==> src/rtl/l2_port_arbiter_if.sv <==
//------------------------------------------------------------------------------
// Module      : l2_port_arbiter_if
// Description : Bundle of I-cache, D-cache and L2 port signals shared by the
//               L2 port arbiter. The slave view belongs to the arbiter and the
//               master view to the requesters and the L2 side.
// Revision    : 1.0 - initial release
//------------------------------------------------------------------------------
`default_nettype none

interface l2_port_arbiter_if #(
  parameter int ADDR_W = 32,
  parameter int LINE_W = 256
);
  // I-cache side
  logic              i_read;
  logic [ADDR_W-1:0] i_addr;
  logic [LINE_W-1:0] i_rdata;
  logic              i_resp;
  // D-cache side
  logic              d_read;
  logic              d_write;
  logic [ADDR_W-1:0] d_addr;
  logic [LINE_W-1:0] d_wdata;
  logic [LINE_W-1:0] d_rdata;
  logic              d_resp;
  // L2 side
  logic              l2_read;
  logic              l2_write;
  logic [ADDR_W-1:0] l2_addr;
  logic [LINE_W-1:0] l2_wdata;
  logic [LINE_W-1:0] l2_rdata;
  logic              l2_resp;

  // Arbiter view
  modport slave (
    input  i_read, i_addr, d_read, d_write, d_addr, d_wdata, l2_rdata, l2_resp,
    output i_rdata, i_resp, d_rdata, d_resp, l2_read, l2_write, l2_addr, l2_wdata
  );

  // Requester / L2 view
  modport master (
    output i_read, i_addr, d_read, d_write, d_addr, d_wdata, l2_rdata, l2_resp,
    input  i_rdata, i_resp, d_rdata, d_resp, l2_read, l2_write, l2_addr, l2_wdata
  );
endinterface

`default_nettype wire

==> src/rtl/l2_port_arbiter.sv <==
//------------------------------------------------------------------------------
// Module      : l2_port_arbiter
// Description : Shares one L2 cache port between the L1 I-cache and D-cache.
//               D-cache has priority; after MAX_D_STREAK consecutive contended
//               D grants the I-cache is served. Command lines of the owner are
//               forwarded while it is served; the response pulse is steered to
//               the owner only.
// Revision    : 1.0 - initial release
//------------------------------------------------------------------------------
`default_nettype none

module l2_port_arbiter #(
  parameter int ADDR_W       = 32,
  parameter int LINE_W       = 256,
  parameter int MAX_D_STREAK = 4
) (
  input  logic                    clk,
  input  logic                    rst_n,
  l2_port_arbiter_if.slave        bus,
  output logic                    owner,
  output logic                    busy
);

  localparam int                  STREAK_W   = $clog2(MAX_D_STREAK + 1);
  localparam logic [STREAK_W-1:0] STREAK_MAX = STREAK_W'(MAX_D_STREAK);

  typedef enum logic [1:0] {
    ST_IDLE    = 2'd0,
    ST_SERVE_I = 2'd1,
    ST_SERVE_D = 2'd2,
    ST_RELEASE = 2'd3
  } state_t;

  state_t              state_q, state_d;
  logic [STREAK_W-1:0] d_streak_q, d_streak_d;
  logic                i_req, d_req;
  logic                serve_i, serve_d;

  assign i_req = bus.i_read;
  assign d_req = bus.d_read | bus.d_write;

  // Next-state and starvation-counter logic; the counter only moves on a grant.
  always_comb begin
    state_d    = state_q;
    d_streak_d = d_streak_q;
    case (state_q)
      ST_IDLE: begin
        if (d_req && i_req) begin
          if (d_streak_q == STREAK_MAX) begin
            state_d    = ST_SERVE_I;
            d_streak_d = '0;
          end else begin
            state_d    = ST_SERVE_D;
            d_streak_d = d_streak_q + STREAK_W'(1);
          end
        end else if (d_req) begin
          state_d    = ST_SERVE_D;
          d_streak_d = '0;
        end else if (i_req) begin
          state_d    = ST_SERVE_I;
          d_streak_d = '0;
        end
      end
      // A response completes the transfer even if the request drops with it;
      // a dropped request without a response is an abort.
      ST_SERVE_I: begin
        if (bus.l2_resp)  state_d = ST_RELEASE;
        else if (!i_req)  state_d = ST_IDLE;
      end
      ST_SERVE_D: begin
        if (bus.l2_resp)  state_d = ST_RELEASE;
        else if (!d_req)  state_d = ST_IDLE;
      end
      ST_RELEASE: state_d = ST_IDLE;
      default:    state_d = ST_IDLE;
    endcase
  end

  // State and streak registers with asynchronous reset.
  always_ff @(posedge clk or negedge rst_n) begin
    if (!rst_n) begin
      state_q    <= ST_IDLE;
      d_streak_q <= '0;
    end else begin
      state_q    <= state_d;
      d_streak_q <= d_streak_d;
    end
  end

  assign serve_i = (state_q == ST_SERVE_I);
  assign serve_d = (state_q == ST_SERVE_D);

  // Status decoded from state only, so no request input reaches owner/busy.
  assign owner = serve_d;
  assign busy  = serve_i | serve_d;

  // L2 command mux: write beats read when the D-cache raises both.
  assign bus.l2_read  = serve_i | (serve_d & bus.d_read & ~bus.d_write);
  assign bus.l2_write = serve_d & bus.d_write;
  assign bus.l2_addr  = serve_i ? bus.i_addr : (serve_d ? bus.d_addr : '0);
  assign bus.l2_wdata = serve_d ? bus.d_wdata : '0;

  // Response steering: data is broadcast, only the pulse is gated to the owner.
  assign bus.i_resp  = serve_i & bus.l2_resp;
  assign bus.d_resp  = serve_d & bus.l2_resp;
  assign bus.i_rdata = bus.l2_rdata;
  assign bus.d_rdata = bus.l2_rdata;

endmodule

`default_nettype wire

==> src/flat_wrapper.sv <==
// flat-port wrapper written by rule: the top's interface ports become plain ports
module l2_port_arbiter_flat 
#(
  parameter int ADDR_W       = 32,
  parameter int LINE_W       = 256,
  parameter int MAX_D_STREAK = 4
)
  (clk, rst_n, owner, busy, bus_i_read, bus_i_addr, bus_d_read, bus_d_write, bus_d_addr, bus_d_wdata, bus_l2_rdata, bus_l2_resp, bus_i_rdata, bus_i_resp, bus_d_rdata, bus_d_resp, bus_l2_read, bus_l2_write, bus_l2_addr, bus_l2_wdata);
  l2_port_arbiter_if #(.ADDR_W(ADDR_W), .LINE_W(LINE_W)) bus_i ();
  input  logic clk;
  input  logic rst_n;
  output logic owner;
  output logic busy;
  input wire logic [$bits(bus_i.i_read)-1:0] bus_i_read;
  input wire logic [$bits(bus_i.i_addr)-1:0] bus_i_addr;
  input wire logic [$bits(bus_i.d_read)-1:0] bus_d_read;
  input wire logic [$bits(bus_i.d_write)-1:0] bus_d_write;
  input wire logic [$bits(bus_i.d_addr)-1:0] bus_d_addr;
  input wire logic [$bits(bus_i.d_wdata)-1:0] bus_d_wdata;
  input wire logic [$bits(bus_i.l2_rdata)-1:0] bus_l2_rdata;
  input wire logic [$bits(bus_i.l2_resp)-1:0] bus_l2_resp;
  output wire logic [$bits(bus_i.i_rdata)-1:0] bus_i_rdata;
  output wire logic [$bits(bus_i.i_resp)-1:0] bus_i_resp;
  output wire logic [$bits(bus_i.d_rdata)-1:0] bus_d_rdata;
  output wire logic [$bits(bus_i.d_resp)-1:0] bus_d_resp;
  output wire logic [$bits(bus_i.l2_read)-1:0] bus_l2_read;
  output wire logic [$bits(bus_i.l2_write)-1:0] bus_l2_write;
  output wire logic [$bits(bus_i.l2_addr)-1:0] bus_l2_addr;
  output wire logic [$bits(bus_i.l2_wdata)-1:0] bus_l2_wdata;
  assign bus_i.i_read = bus_i_read;
  assign bus_i.i_addr = bus_i_addr;
  assign bus_i.d_read = bus_d_read;
  assign bus_i.d_write = bus_d_write;
  assign bus_i.d_addr = bus_d_addr;
  assign bus_i.d_wdata = bus_d_wdata;
  assign bus_i.l2_rdata = bus_l2_rdata;
  assign bus_i.l2_resp = bus_l2_resp;
  assign bus_i_rdata = bus_i.i_rdata;
  assign bus_i_resp = bus_i.i_resp;
  assign bus_d_rdata = bus_i.d_rdata;
  assign bus_d_resp = bus_i.d_resp;
  assign bus_l2_read = bus_i.l2_read;
  assign bus_l2_write = bus_i.l2_write;
  assign bus_l2_addr = bus_i.l2_addr;
  assign bus_l2_wdata = bus_i.l2_wdata;
  l2_port_arbiter #(.ADDR_W(ADDR_W), .LINE_W(LINE_W), .MAX_D_STREAK(MAX_D_STREAK)) u_core (.clk(clk), .rst_n(rst_n), .bus(bus_i), .owner(owner), .busy(busy));
endmodule
==> config.mk <==
export PLATFORM = sky130hd
export DESIGN_NAME = l2_port_arbiter_flat
export DESIGN_NICKNAME = d
export VERILOG_FILES = /design/src/rtl/l2_port_arbiter_if.sv /design/src/rtl/l2_port_arbiter.sv /design/src/flat_wrapper.sv
export SDC_FILE = /design/constraint.sdc
export NUM_CORES = 1
export LEC_CHECK = 0
export ABC_AREA = 1
export CORE_AREA = 10 10 536 538
export DETAILED_ROUTE_END_ITERATION = 6
export DIE_AREA = 0 0 546 548
export PLACE_DENSITY = 0.3
export SLEW_MARGIN = 30
export SYNTH_ARGS = -nofsm -noshare
export SYNTH_HDL_FRONTEND = slang
export SYNTH_SLANG_ARGS = --single-unit
==> constraint.sdc <==
create_clock -name clk -period 1.8 [get_ports clk]
set_clock_uncertainty 0.15 [all_clocks]
set_input_delay 0.18 -clock clk [delete_from_list [all_inputs] [get_ports clk]]
set_output_delay 0.18 -clock clk [all_outputs]
set_load 0.02 [all_outputs]
Yosys cells after proc, flatten, opt, wreduce, memory -nomap -nowiden
Index checks and enable logic that the tools add are counted.
- bits in registers: 5
- input port bits: 582
- logic and storage cells: 40
- add/subtract/negate cells: 1
- equal/unequal tests: 7
- mux-type cells: 16
- bitwise operators: 9
- reduce and logical (&&, ||, !) cells: 5
- operator list (kind ; count):
    256-bit 2-to-1 mux ; 1
    32-bit 2-to-1 mux ; 2
    2-bit 2-to-1 mux ; 8
    3-bit 2-to-1 mux ; 4
    2-bit one-hot mux with 4 select lines ; 1
    3-bit inequality test, second input constant ; 2
    1-bit bitwise AND ; 5
    2-bit equality test, second input constant ; 2
    4-bit by 2-bit inequality test with 1-bit output, second input constant ; 1
    3-bit by 1-bit adder with 3-bit output, second input constant ; 1
    3-bit equality test, second input constant ; 1
    1-bit OR ; 3
    3-bit AND reduction ; 1
    3-bit nonzero test ; 1
    2-bit by 1-bit equality test with 1-bit output, second input constant ; 1
    2-bit logical NOT ; 1
    2-bit AND reduction ; 1
    1-bit logical AND ; 1
    1-bit NOT ; 1

Logic depth before layout (Yosys ltp)
- depth in word-level cells: 4
- gate-level depth with buffers: 8

Worst setup path after synthesis
OpenSTA, ideal clock, no wires.
- path type: reg-to-output
- start point: register u_core.state_q[0]
- end point: output bus_l2_read
- arrival: 1.497 ns
- required time: 1.470 ns
- setup slack: -0.027 ns
- cell stages (with the launch flop): 5
- path buffers: 0
- path through: dfrtp_1 inv_1 ha_1 inv_1 o31ai_1
- cells in the longest elaborated chain, start to end: 4
- elaborated cells on any way between the ends: 5
- those cells by class: eq/ne (2); bitwise (3)
- ends and longest elaborated chain (element ; RTL line ; source):
    start: declaration ; l2_port_arbiter.sv:34 ; state_t state_q, state_d;
    start signal: assignment ; l2_port_arbiter.sv:85 ; state_q <= state_d;
    2-bit equality test ; l2_port_arbiter.sv:91 ; assign serve_d = (state_q == ST_SERVE_D);
    named net owner ; flat_wrapper.sv:12 ; output logic owner;
    1-bit bitwise AND (2 in a row) ; l2_port_arbiter.sv:98 ; assign bus.l2_read = serve_i | (serve_d & bus.d_read & ~bus.d_write);
    1-bit OR ; l2_port_arbiter.sv:98 ;
    end: declaration ; flat_wrapper.sv:26 ; output wire logic [$bits(bus_i.l2_read)-1:0] bus_l2_read;
The timed path passes the listed nets, and every way through them passes these cells.

Worst setup path after layout
- start point: register u_core.state_q[0]
- end point: output bus_l2_wdata[66]
- cells in the longest elaborated chain, start to end: 2
- ends and longest elaborated chain (element ; RTL line ; source):
    2-bit equality test ; l2_port_arbiter.sv:91 ;
    256-bit 2-to-1 mux ; l2_port_arbiter.sv:101 ; assign bus.l2_wdata = serve_d ? bus.d_wdata : '0;
    end: declaration ; flat_wrapper.sv:29 ; output wire logic [$bits(bus_i.l2_wdata)-1:0] bus_l2_wdata;
Every way passes these cells.

==> metrics.md <==
| Metric | Value |
|---|---|
| Syn avg cell area | 5.71 um^2 |
| Max_slew headroom | 71.8% |
| Fillers | 32449 |
| CTS Buf Count | 3 |
| Post-DP Area | 15600 um^2 |
| Switching share of power | 52.4% |
| Crit-path cells | inv_2, ha_4, buf_12, buf_12, buf_16, buf_12, buf_6, buf_6, nand2_4, inv_2, buf_6 |
| Failing checks | setup timing |
| Final WL | 182000 um |
| Worst setup EP type | primary output |
| Initial antenna violation count | roughly 110 |
| Mapped Cells | 1218 |
| Clock latency on the worst-skew pair | 230 ps |
| Via density | 1.64 |
| Final ANT Viol Nets | 0 |
| First-pass GRT wire length | 201000 um |
| Row cnt | between 150 and 200 |
| Post-CTS Hold Fix Bufs | 0 |
| Period minus WS final | 2210 ps |
| DPL Wire Length | 170000 um |
| Final worst path period share | 123% |
| Cell Pwr Density | roughly 1200 nW/um^2 |
| DR iter-0 viols | between 400 and 500 |
| Met1 GRT Util | 7.27% |
| Routability cong. | 0.877 |
| Worst-margin pin slew | ~420 ps |
| Layout cells sized above 1 | 46.1% |
| EDFF count, synth | 0 |
| # setup viols final | around 290 |
| Ys Warns | 0 |
| Setup TNS | -76700 ps |
| Die W | 546 um |
| Pins Over Slew Limit | 0 |
| Number of global-route vias before repair | approximately 8600 |
| Run status | complete, but fails checks |
| Clock transition at path regs | 30 ps |
| Root Driver | clkbuf_16 |
| Total power | 22000 uW |
| Grt met3 use | 18.0% |
| Total congestion overflow | 0 |
| Final Hold Viols | 0 |
| Initial Util | roughly 2.5% |
| VDD IR max | 476 uV |
| Worst setup SP type | flip-flop |
| Post-synth top area share | 55.9% |
| Global Route Usage Sum | 11.3% |
| Largest net degree at the start of global routing | 36 |
| Combinational share of power | 97.4% |
| Htree depth | 1 |
| Area occupied by registers | 125 um^2 |
| DRC | 0 |
| Final Cell Area | about 18000 um^2 |
| Worst Path Max Fanout | 8 |
| Met2 Resource Use GR | 16.7% |
| Worst setup margin | -409 ps |
| Sink Count | 5 |
| Die ar. | approximately 300000 um^2 |
| Synth Flop Type | dfrtp_1 |
| Core area | about 280000 um^2 |
| I/O Buffers | slightly above 600 |
| GRT busiest layer | met3 |
| Critical path type | reg2out |
| Post-Syn Area | roughly 7000 um^2 |
| Sw Pwr | ~12000 uW |
| Ports | about 1400 |
| Leakage power | 0.00751 uW |
| CTS max path bufs | 2 |
| Post-Synthesis Net Count | around 1800 |
| RSZ-0062 raised after global routing | true |
| 1st-pass router iterations | 5 |
| Die Ht | 548 um |
| Post-synth top cells | buf_4 (518), nand2_1 (334), inv_1 (271) |
| Nets | 1993 |
| Multi-input logic area | 2460 um^2 |
| Vias post-DR | 8418 |
| Unique masters post-synth | 18 |
| Sequential power share | 0.9% |
| Crit path arrival time | ~1900 ps |
| Hold WC Path Type | in2async |
| Synthesis-stage register bit count | 5 |
| Area contributors post-synth | buf_4 (56%), nand2_1 (18%), inv_1 (15%) |
| CTS tree | built |
| Area delta synth->final | 157% |
| Most common cell in the netlist | buf_4 |
| Async set or reset register ratio after synthesis | 100% |
| WP data required | 1470 ps |
| Critical-path top delay cell | dfrtp_1 |
| Clock network power share | 1.7% |
| Sequential fraction of the synthesis area | 1.80% |
| Cell taking the most area after synthesis | buf_4 |
| Routed wire per std cell | 35.6 um |
| CP peak stage delay | 370 ps |
| Max-capacitance violation count | 0 |
| Fmax | 453 MHz |
| Cell Int Power | between 10000 and 15000 uW |
==> power groups by stage <==
stage | Clock, uW | Combinational, uW | Sequential (uW)
floorplan | 0 | 7260 | 187
global placement | 0 | 17100 | 197
detailed placement | 0 | 17100 | 200
CTS | 375 | 20000 | 198
global route | 384 | 22800 | 206
finish | 370 | 21400 | 200
==> logic make-up after synthesis <==
kind of cell	synth area share, %
adder cells (fa/ha/maj)	0.900
flip-flops	1.80
AND/OR/NAND/NOR	21.1
buffers and inverters	75.4
XOR/XNOR	0.126
AO/OA/AOI/OAI	0.576
multiplexers	0.144
==> metrics by stage <==
step | instances | hold slack, ps | utilization, % | setup WS, ps
4_1_cts | 5078 | 46.5 | 6.11 | -600
2_1_floorplan | 1218 | -266 | - | 106
3_3_place_gp | 5029 | 210 | 5.65 | -390
6_report | 5124 | 36.8 | 6.49 | -409
5_1_grt | 5114 | 62.3 | 6.48 | -467
3_5_place_dp | 5029 | 210 | 5.65 | -418
==> worst max-delay path, delay by kind of cell, from the launching register on <==
| kind | cells | cell delay [ps] |
|---|---|---|
| buf+inv | 9 | 1040 |
| fa+ha+maj | 1 | 160 |
| simple gates | 1 | 50 |
| flops | 1 | 370 |
==> cell type report <==
type | instances | share of cell area (%)
antenna | 14 | 0.196
tap | 3705 | 25.9
clock buffer | 4 | 0.440
inverter | 272 | 6.15
sequential | 5 | 0.699
timing repair buffer | 734 | 52.9
multi-input combinational | 390 | 13.7
==> metal layers <==
metal	wire, um	vias to the layer above
li1	-	3298
met2	75400	1377
met3	61200	313
met1	40100	3368
met4	4860	62
met5	609	-
==> flip-flops by register name, summed over array words and instances (netlist names) <==
register,count
u_core.d_streak_q,3
u_core.state_q,2
==> final timing paths <==
path                                           start              endpoint  slack, ps  depth (start not counted)
worst max-delay path               u_core.state_q[0]      bus_l2_wdata[66]       -410                         11
min in group clk                    bus_l2_rdata[30]       bus_d_rdata[30]        210                          0
worst min register to register  u_core.d_streak_q[0]  u_core.d_streak_q[0]        380                          1
worst max register to register     u_core.state_q[0]     u_core.state_q[0]         40                         11
worst min-delay path                           rst_n  u_core.d_streak_q[2]         40                          1
max in group asynchronous                      rst_n  u_core.d_streak_q[1]       1260                          1
==> cells in the final DEF, fill, tap and decap left out, types with 3 or more instances in the layout <==
cell	n
nand2_4	55
nand3_1	9
buf_16	11
buf_12	193
nand3_2	8
ha_1	3
dfrtp_1	5
buf_2	6
clkbuf_16	11
inv_4	29
inv_1	163
nand2_2	38
clkdlybuf4s50_1	325
inv_2	79
nand3_4	23
buf_4	78
nand2_1	241
diode_2	14
clkdlybuf4s15_2	25
buf_8	11
buf_6	60
clkbuf_2	15
==> timing repair <==
item | in CTS | in global routing
endpoints found under the setup margin | 293 | 296
buffers inserted | 37 | 29
resized for setup | 472 | 324
pin swaps | 14 | 12
gates cloned | 8 | 9
Power figures use the tool's default switching activity.
